**src/rtl/tr_ctrl_pkg.sv**
```systemverilog
// Shared definitions for the timing-recovery controller: state encodings,
// gear-table constants, counter widths and the gear decode helpers.
package tr_ctrl_pkg;

    typedef enum logic [2:0] {
        ST_IDLE  = 3'd0,
        ST_FLUSH = 3'd1,
        ST_ACQ   = 3'd2,
        ST_TRACK = 3'd3,
        ST_LOCK  = 3'd4
    } tr_state_t;

    localparam logic [2:0] SAMPLE_POINT = 3'd2;
    localparam logic [1:0] SEL_154      = 2'd1;

    localparam logic [3:0] EK_ACQ    = 4'd1;
    localparam logic [3:0] EK_TRACK  = 4'd2;
    localparam logic [3:0] EK_LOCK   = 4'd3;
    localparam logic [4:0] TAU_ACQ   = 5'd9;
    localparam logic [4:0] TAU_TRACK = 5'd10;
    localparam logic [4:0] TAU_LOCK  = 5'd11;

    localparam int FLUSH_CYCLES = 2;
    localparam int FLUSH_CNT_W  = 2;
    localparam int SYM_CNT_W    = 8;
    localparam int WDOG_CNT_W   = 8;

    // IDLE and FLUSH share the acquisition gear so the loop restarts wide open.
    function automatic logic [3:0] gear_ek(input tr_state_t s);
        case (s)
            ST_TRACK: return EK_TRACK;
            ST_LOCK:  return EK_LOCK;
            default:  return EK_ACQ;
        endcase
    endfunction

    function automatic logic [4:0] gear_tau(input tr_state_t s, input logic [1:0] sel);
        logic [4:0] base;
        case (s)
            ST_TRACK: base = TAU_TRACK;
            ST_LOCK:  base = TAU_LOCK;
            default:  base = TAU_ACQ;
        endcase
        return base + ((sel == SEL_154) ? 5'd1 : 5'd0);
    endfunction

endpackage

```
**src/rtl/tr_watchdog.sv**
```systemverilog
// Symbol-activity watchdog: counts cycles without update_data while the
// receiver is running and flags expiry once WDOG_CYCLES have elapsed.
module tr_watchdog
    import tr_ctrl_pkg::*;
#(
    parameter int WDOG_CYCLES = 64
) (
    input  logic clk,
    input  logic rst,
    input  logic i_run,
    input  logic i_kick,
    input  logic i_restart,
    output logic o_expire
);

    logic [WDOG_CNT_W-1:0] r_cnt;

    always_ff @(posedge clk or negedge rst) begin
        if (!rst) begin
            r_cnt <= '0;
        end else if (!i_run || i_kick || i_restart) begin
            r_cnt <= '0;
        end else if (r_cnt != '1) begin
            r_cnt <= r_cnt + WDOG_CNT_W'(1);
        end
    end

    // Expiry is decoded from the registered count and the kick only, so the
    // FSM can consume it without forming a loop through i_restart.
    assign o_expire = i_run && !i_kick && (r_cnt == WDOG_CNT_W'(WDOG_CYCLES - 1));

endmodule

```
**src/rtl/timing_recovery_ctrl.sv**
```systemverilog
// Timing-recovery control FSM: IDLE/FLUSH/ACQ/TRACK/LOCK with gear shifting.
// Optional symbol watchdog enabled by defining TR_CTRL_WATCHDOG_EN.
module timing_recovery_ctrl
    import tr_ctrl_pkg::*;
#(
    parameter int ACQ_SYMS    = 32,
    parameter int WDOG_CYCLES = 64
) (
    input  logic       clk,
    input  logic       rst,
    input  logic       enable,
    input  logic [1:0] mode,
    input  logic       update_data,
    input  logic       sync_found,
    input  logic       pkt_done,
    output logic       tr_rst,
    output logic [1:0] select,
    output logic [2:0] sample_point,
    output logic [3:0] e_k_shift,
    output logic [4:0] tau_shift,
    output logic       locked,
    output logic [2:0] state,
    output logic       wdog_evt
);

    if (ACQ_SYMS < 2 || ACQ_SYMS > 255 || WDOG_CYCLES < 16 || WDOG_CYCLES > 255) begin : g_param_range
        $error("timing_recovery_ctrl: ACQ_SYMS or WDOG_CYCLES out of range");
    end

    tr_state_t              r_state;
    tr_state_t              w_next_state;
    logic [1:0]             r_select;
    logic [FLUSH_CNT_W-1:0] r_flush_cnt;
    logic [SYM_CNT_W-1:0]   r_sym_cnt;
    logic                   w_active;
    logic                   w_wdog_expire;
    logic                   w_flush_done;
    logic                   w_acq_done;

    assign w_active     = (r_state == ST_ACQ) || (r_state == ST_TRACK) || (r_state == ST_LOCK);
    assign w_flush_done = (r_flush_cnt == FLUSH_CNT_W'(FLUSH_CYCLES - 1));
    assign w_acq_done   = update_data && (r_sym_cnt == SYM_CNT_W'(ACQ_SYMS - 1));

    // Priority: enable low, then watchdog restart, then per-state events.
    always_comb begin
        w_next_state = r_state;
        if (!enable) begin
            w_next_state = ST_IDLE;
        end else if (w_wdog_expire) begin
            w_next_state = ST_FLUSH;
        end else begin
            case (r_state)
                ST_IDLE:  w_next_state = ST_FLUSH;
                ST_FLUSH: if (w_flush_done) w_next_state = ST_ACQ;
                ST_ACQ: begin
                    if (sync_found)      w_next_state = ST_LOCK;
                    else if (w_acq_done) w_next_state = ST_TRACK;
                end
                ST_TRACK: if (sync_found) w_next_state = ST_LOCK;
                ST_LOCK:  if (pkt_done)   w_next_state = ST_FLUSH;
                default:  w_next_state = ST_IDLE;
            endcase
        end
    end

    always_ff @(posedge clk or negedge rst) begin
        if (!rst) begin
            r_state     <= ST_IDLE;
            r_select    <= '0;
            r_flush_cnt <= '0;
            r_sym_cnt   <= '0;
        end else begin
            r_state <= w_next_state;

            if (r_state == ST_IDLE && w_next_state == ST_FLUSH) begin
                r_select <= mode;
            end

            if (r_state == ST_FLUSH && w_next_state == ST_FLUSH) begin
                r_flush_cnt <= r_flush_cnt + FLUSH_CNT_W'(1);
            end else begin
                r_flush_cnt <= '0;
            end

            // Every path into ACQ passes through FLUSH, which restarts the count.
            if (w_next_state == ST_FLUSH) begin
                r_sym_cnt <= '0;
            end else if (r_state == ST_ACQ && update_data && r_sym_cnt != '1) begin
                r_sym_cnt <= r_sym_cnt + SYM_CNT_W'(1);
            end
        end
    end

    assign tr_rst       = w_active;
    assign select       = r_select;
    assign sample_point = SAMPLE_POINT;
    assign e_k_shift    = gear_ek(r_state);
    assign tau_shift    = gear_tau(r_state, r_select);
    assign locked       = (r_state == ST_LOCK);
    assign state        = r_state;

`ifdef TR_CTRL_WATCHDOG_EN
    logic w_state_change;
    logic r_wdog_evt;

    assign w_state_change = (w_next_state != r_state);

    tr_watchdog #(
        .WDOG_CYCLES (WDOG_CYCLES)
    ) u_watchdog (
        .clk       (clk),
        .rst       (rst),
        .i_run     (w_active),
        .i_kick    (update_data),
        .i_restart (w_state_change),
        .o_expire  (w_wdog_expire)
    );

    always_ff @(posedge clk or negedge rst) begin
        if (!rst) begin
            r_wdog_evt <= 1'b0;
        end else begin
            r_wdog_evt <= w_wdog_expire && enable;
        end
    end

    assign wdog_evt = r_wdog_evt;
`else
    assign w_wdog_expire = 1'b0;
    assign wdog_evt      = 1'b0;
`endif

endmodule

```
**config.mk**
```make
export PLATFORM = sky130hd
export DESIGN_NAME = timing_recovery_ctrl
export DESIGN_NICKNAME = d
export VERILOG_FILES = /design/src/rtl/tr_ctrl_pkg.sv /design/src/rtl/tr_watchdog.sv /design/src/rtl/timing_recovery_ctrl.sv
export SDC_FILE = /design/constraint.sdc
export NUM_CORES = 1
export LEC_CHECK = 0
export CAP_MARGIN = 15
export CORE_MARGIN = 5
export CORE_UTILIZATION = 42
export DETAILED_ROUTE_END_ITERATION = 10
export PLACE_DENSITY_LB_ADDON = 0.3
export SYNTH_ARGS = -nofsm -noshare
export SYNTH_HDL_FRONTEND = slang
export SYNTH_SLANG_ARGS = --single-unit
```
**constraint.sdc**
```tcl
create_clock -name clk -period 1.3 [get_ports clk]
set_input_delay 0.195 -clock clk [delete_from_list [all_inputs] [get_ports clk]]
set_output_delay 0.195 -clock clk [all_outputs]
set_load 0.01 [all_outputs]
```
==> impl_metrics.env <==
export IMPL_setup_viol=19
export IMPL_layout_drive_gt1_share_pct=49.31
export IMPL_synth_top_cells_by_area="dfrtp_1 37%, buf_4 5.9%, and3_1 4.9%, ha_1 4.9%, a311oi_2 3.0%"
export IMPL_hpwlAfterDp_mm=1.758
export IMPL_power_density_nw_per_um2=749.2
export IMPL_fin_crit_sh_pct=126.5
export IMPL_antenna_found_initial=0
export IMPL_dominant_cell_type_by_count_on_the_critical_path="nand2b_4"
export IMPL_grt_use_total_pct=15.50
export IMPL_dr_total_vias=935
export IMPL_layout_nets=157
export IMPL_synth_edf_count=0
export IMPL_path_max_fanout=3
export IMPL_timing_critical_path_slowest_cell_delay_ns=0.40
export IMPL_htree_levels=1
export IMPL_timing_clock_skew_ns=0.009003
export IMPL_viasPerCell=5.436
export IMPL_cts_tree="done"
export IMPL_main_combinational_cell_family_by_area_after_synthesis="simple AND/OR/NAND/NOR gates"
export IMPL_synthSimpleGateAreaFrac_pct=24.94
export IMPL_achievable_frequency_ghz=0.6083
export IMPL_p_leak_uw=0.0007104
export IMPL_gp_routability_congestion=0.8008
export IMPL_detail_route_wl_per_cell_um=15.30
export IMPL_die_width_um=59.12
export IMPL_synth_ff_latch_count=15
export IMPL_synth_async_sr_flop_share_pct=100.0
export IMPL_yosysTopAreaCellShare_pct=37.04
export IMPL_netlist_area_um2=1013
export IMPL_r2r_start="r_flush_cnt[0]"
export IMPL_root_cell_of_the_clock_tree="clkbuf_4"
export IMPL_cap_viol_max_count=0
export IMPL_result_of_the_run="complete, but fails checks"
export IMPL_syn_to_final_growth_pct=54.94
export IMPL_hold_slack_ns=0.1941
export IMPL_setup_repair_after_global_routing_missed_its_margin="true"
export IMPL_postSynthAreaPerCell_um2=10.13
export IMPL_tns_ns=-2.558
export IMPL_sequentialPowerShare_pct=43.0
export IMPL_worst_supply_voltage_drop_on_vdd_uv=546.4
export IMPL_wire_length_of_the_first_global_routing_pass_mm=4.091
export IMPL_crit_path_start="state[2]"
export IMPL_critPathLaunchType="register"
export IMPL_synthDistinctLibCells=40
export IMPL_detail_route_antenna_nets=0
export IMPL_synth_seq_area_share_pct=37.04
export IMPL_worst_hold_path_type="primary input to asynchronous set/reset pin"
export IMPL_floorplan_io_pins=28
export IMPL_p_int_uw=827.4
export IMPL_maxSlewViolCount=0
export IMPL_worstPathCellList="buf_4 -> nand2b_4 -> nand2b_4 -> nand2_4 -> ha_4 -> buf_6"
export IMPL_rows=17
export IMPL_floorplan_initialDensity_pct=44.95
export IMPL_combPwrFrac_pct=32.5
export IMPL_power_switching_uw=349.1
export IMPL_cts_clk_slew_worst_paths_ns=0.10
export IMPL_cts_max_path_bufs=2
export IMPL_worst_setup_path_end_kind="output pin"
export IMPL_muxShareOfSynthArea_pct=4.198
export IMPL_timing_final_crit_period_ns=1.644
export IMPL_clk_latency_ns=0.30
export IMPL_dr_pass1_iters=4
export IMPL_synth_compound_gate_area_share_pct=18.40
export IMPL_required_ns=1.11
export IMPL_cts_buffers=3
export IMPL_clkPwrFrac_pct=24.5
export IMPL_finalWorstSetupSlack_ns=-0.3441
export IMPL_synth_xor_area_share_pct=0
export IMPL_via_count_of_the_first_global_routing_pass=865
export IMPL_grt_max_degree=16
export IMPL_placeableCoreArea_um2=2255
export IMPL_netlist_top_cell_by_area="dfrtp_1"
export IMPL_portBuffers=19
export IMPL_floorplan_die_area_um2=3495
export IMPL_clock_sinks=15
export IMPL_ys_warnings_count=0
export IMPL_drt_iter0_markers=22
export IMPL_wirelength_mm=2.631
export IMPL_cpMaxStageDelayCell="dfrtp_1"
export IMPL_holdBufCountCts=0
export IMPL_grt_remaining_overflow=0
export IMPL_netSwitchingFraction_pct=29.67
export IMPL_cp_data_arrival_time_ns=1.45
export IMPL_synthAdderAreaFrac_pct=4.938
export IMPL_crit_path_category="register to output pin"
export IMPL_dominantRegCellSynth="dfrtp_1"
export IMPL_floorplan_die_height_um=59.12
export IMPL_violations="negative setup slack"
export IMPL_report_final_hold_viol_count=0
export IMPL_synth_cells=100
export IMPL_insertedDiodeCount=0
export IMPL_drc_errors=0
## flip-flops by register name (all words and copies together) (netlist names)
name and cells:
r_flush_cnt 2, r_sym_cnt 8, select 2, state 3
## per-layer routing
| metal | share of wire (%) | GRT usage [%] | vias to the layer above |
|---|---|---|---|
| li1 | - | - | 451 |
| met1 | 44 | 19.52 | 454 |
| met2 | 48 | 25.87 | 26 |
| met3 | 6.7 | 4.575 | 4 |
| met4 | 1.3 | 3.883 | 0 |
| met5 | 0 | 0 | - |
## through the flow
stage	power, µW	utilization, %	setup WS (ns)	area, µm²	cells
2_1_floorplan	669.5	-	-0.2138	1060	106
3_3_place_gp	811.2	59.10	-0.4377	1333	160
3_5_place_dp	821.1	59.10	-0.4507	1333	160
4_1_cts	1144	66.20	-0.3282	1493	169
5_1_grt	1238	69.64	-0.3944	1570	172
6_report	1176	69.64	-0.3441	1570	172
## cells in the mapped netlist (all sizes together), types with 2 or more instances
cell type / number
o32a: 2
nand4: 2
a21oi: 2
a31oi: 3
buf: 10
nor3: 4
nand2: 3
ha: 4
and2: 2
dfrtp: 15
a311oi: 2
mux2: 2
inv: 5
o31ai: 2
mux2i: 2
o21ai: 2
and3: 8
nor2: 3
nor2b: 4
a41oi: 2
a211oi: 3
and4bb: 2
nand2b: 3
nand3: 4
conb: 2
## cell type report
class,instances,area (µm²)
clock buffer,3,22.52
clock inverter,1,7.507
fill,174,684.4
inverter,5,18.77
multi-input combinational,76,709.4
sequential,15,376.6
tap,28,35.03
timing repair buffer,44,400.4
## kinds of logic (layout without fill, tap and decap cells)
| group | count (synthesis) | count (layout) |
|---|---|---|
| compound gates | 21 | 21 |
| fa+ha+maj | 4 | 4 |
| buf+inv | 16 | 53 |
| flops | 15 | 15 |
| mux | 4 | 4 |
| other cells | 2 | 8 |
| simple gates | 38 | 39 |
## worst max-delay path, delay by kind of cell, from the launching register on
kind	cells	cell delay [ns]
AND/OR/NAND/NOR	3	0.26
flip-flops	1	0.40
buffers and inverters	2	0.23
adder cells (fa/ha/maj)	1	0.26
## cells in the final DEF (no fill, tap or decap), types with 2 or more instances in the layout
cell             synthesis  routed
nand2b_4                 1       3
nor3_1                   3       2
o31ai_2                  0       2
a31oi_1                  3       3
clkbuf_4                 0       3
a311oi_2                 2       2
and3_1                   8       7
conb_1                   2       8
mux2i_1                  2       2
nand2_1                  3       2
buf_4                    8      19
ha_4                     0       2
and4bb_4                 1       2
clkdlybuf4s50_1          0       7
inv_1                    5       4
dfrtp_1                 15      14
buf_2                    1       2
buf_6                    1      14
ha_2                     0       2
nand3_1                  4       4
a41oi_2                  1       2
nor2b_1                  4       3
nor3_4                   1       2
mux2_4                   0       2
clkdlybuf4s15_1          0       2
nand4_1                  2       2
o32a_1                   2       2
a21oi_1                  2       2
and2_1                   2       2
a211oi_2                 1       2
## path summary, 6_finish.rpt
path                            depth (start not counted)             end  slack [ns]
min in group clk                                        1  r_flush_cnt[0]        0.51
worst min-delay path                                    2    r_sym_cnt[7]        0.19
worst max register to register                          4        state[0]       -0.20
worst min register to register                          1  r_flush_cnt[0]        0.51
max in group asynchronous                               2        state[0]        0.90
worst max-delay path                                    6    tau_shift[1]       -0.34
## what timing repair did
action	4_1_cts	5_1_grt
resized for setup	68	18
endpoints found under the setup margin	25	24
setup buffers	5	4
pin swaps	6	5
cloned	1	0
## power by group through the flow
stage | registers, µW | clock network (µW) | logic (µW)
floorplan | 528 | 0 | 142
global placement | 510 | 0 | 301
detailed placement | 512 | 0 | 309
CTS | 502 | 294 | 348
global route | 511 | 319 | 409
finish | 506 | 289 | 382
No activity file was read; power rests on OpenSTA's default activity.
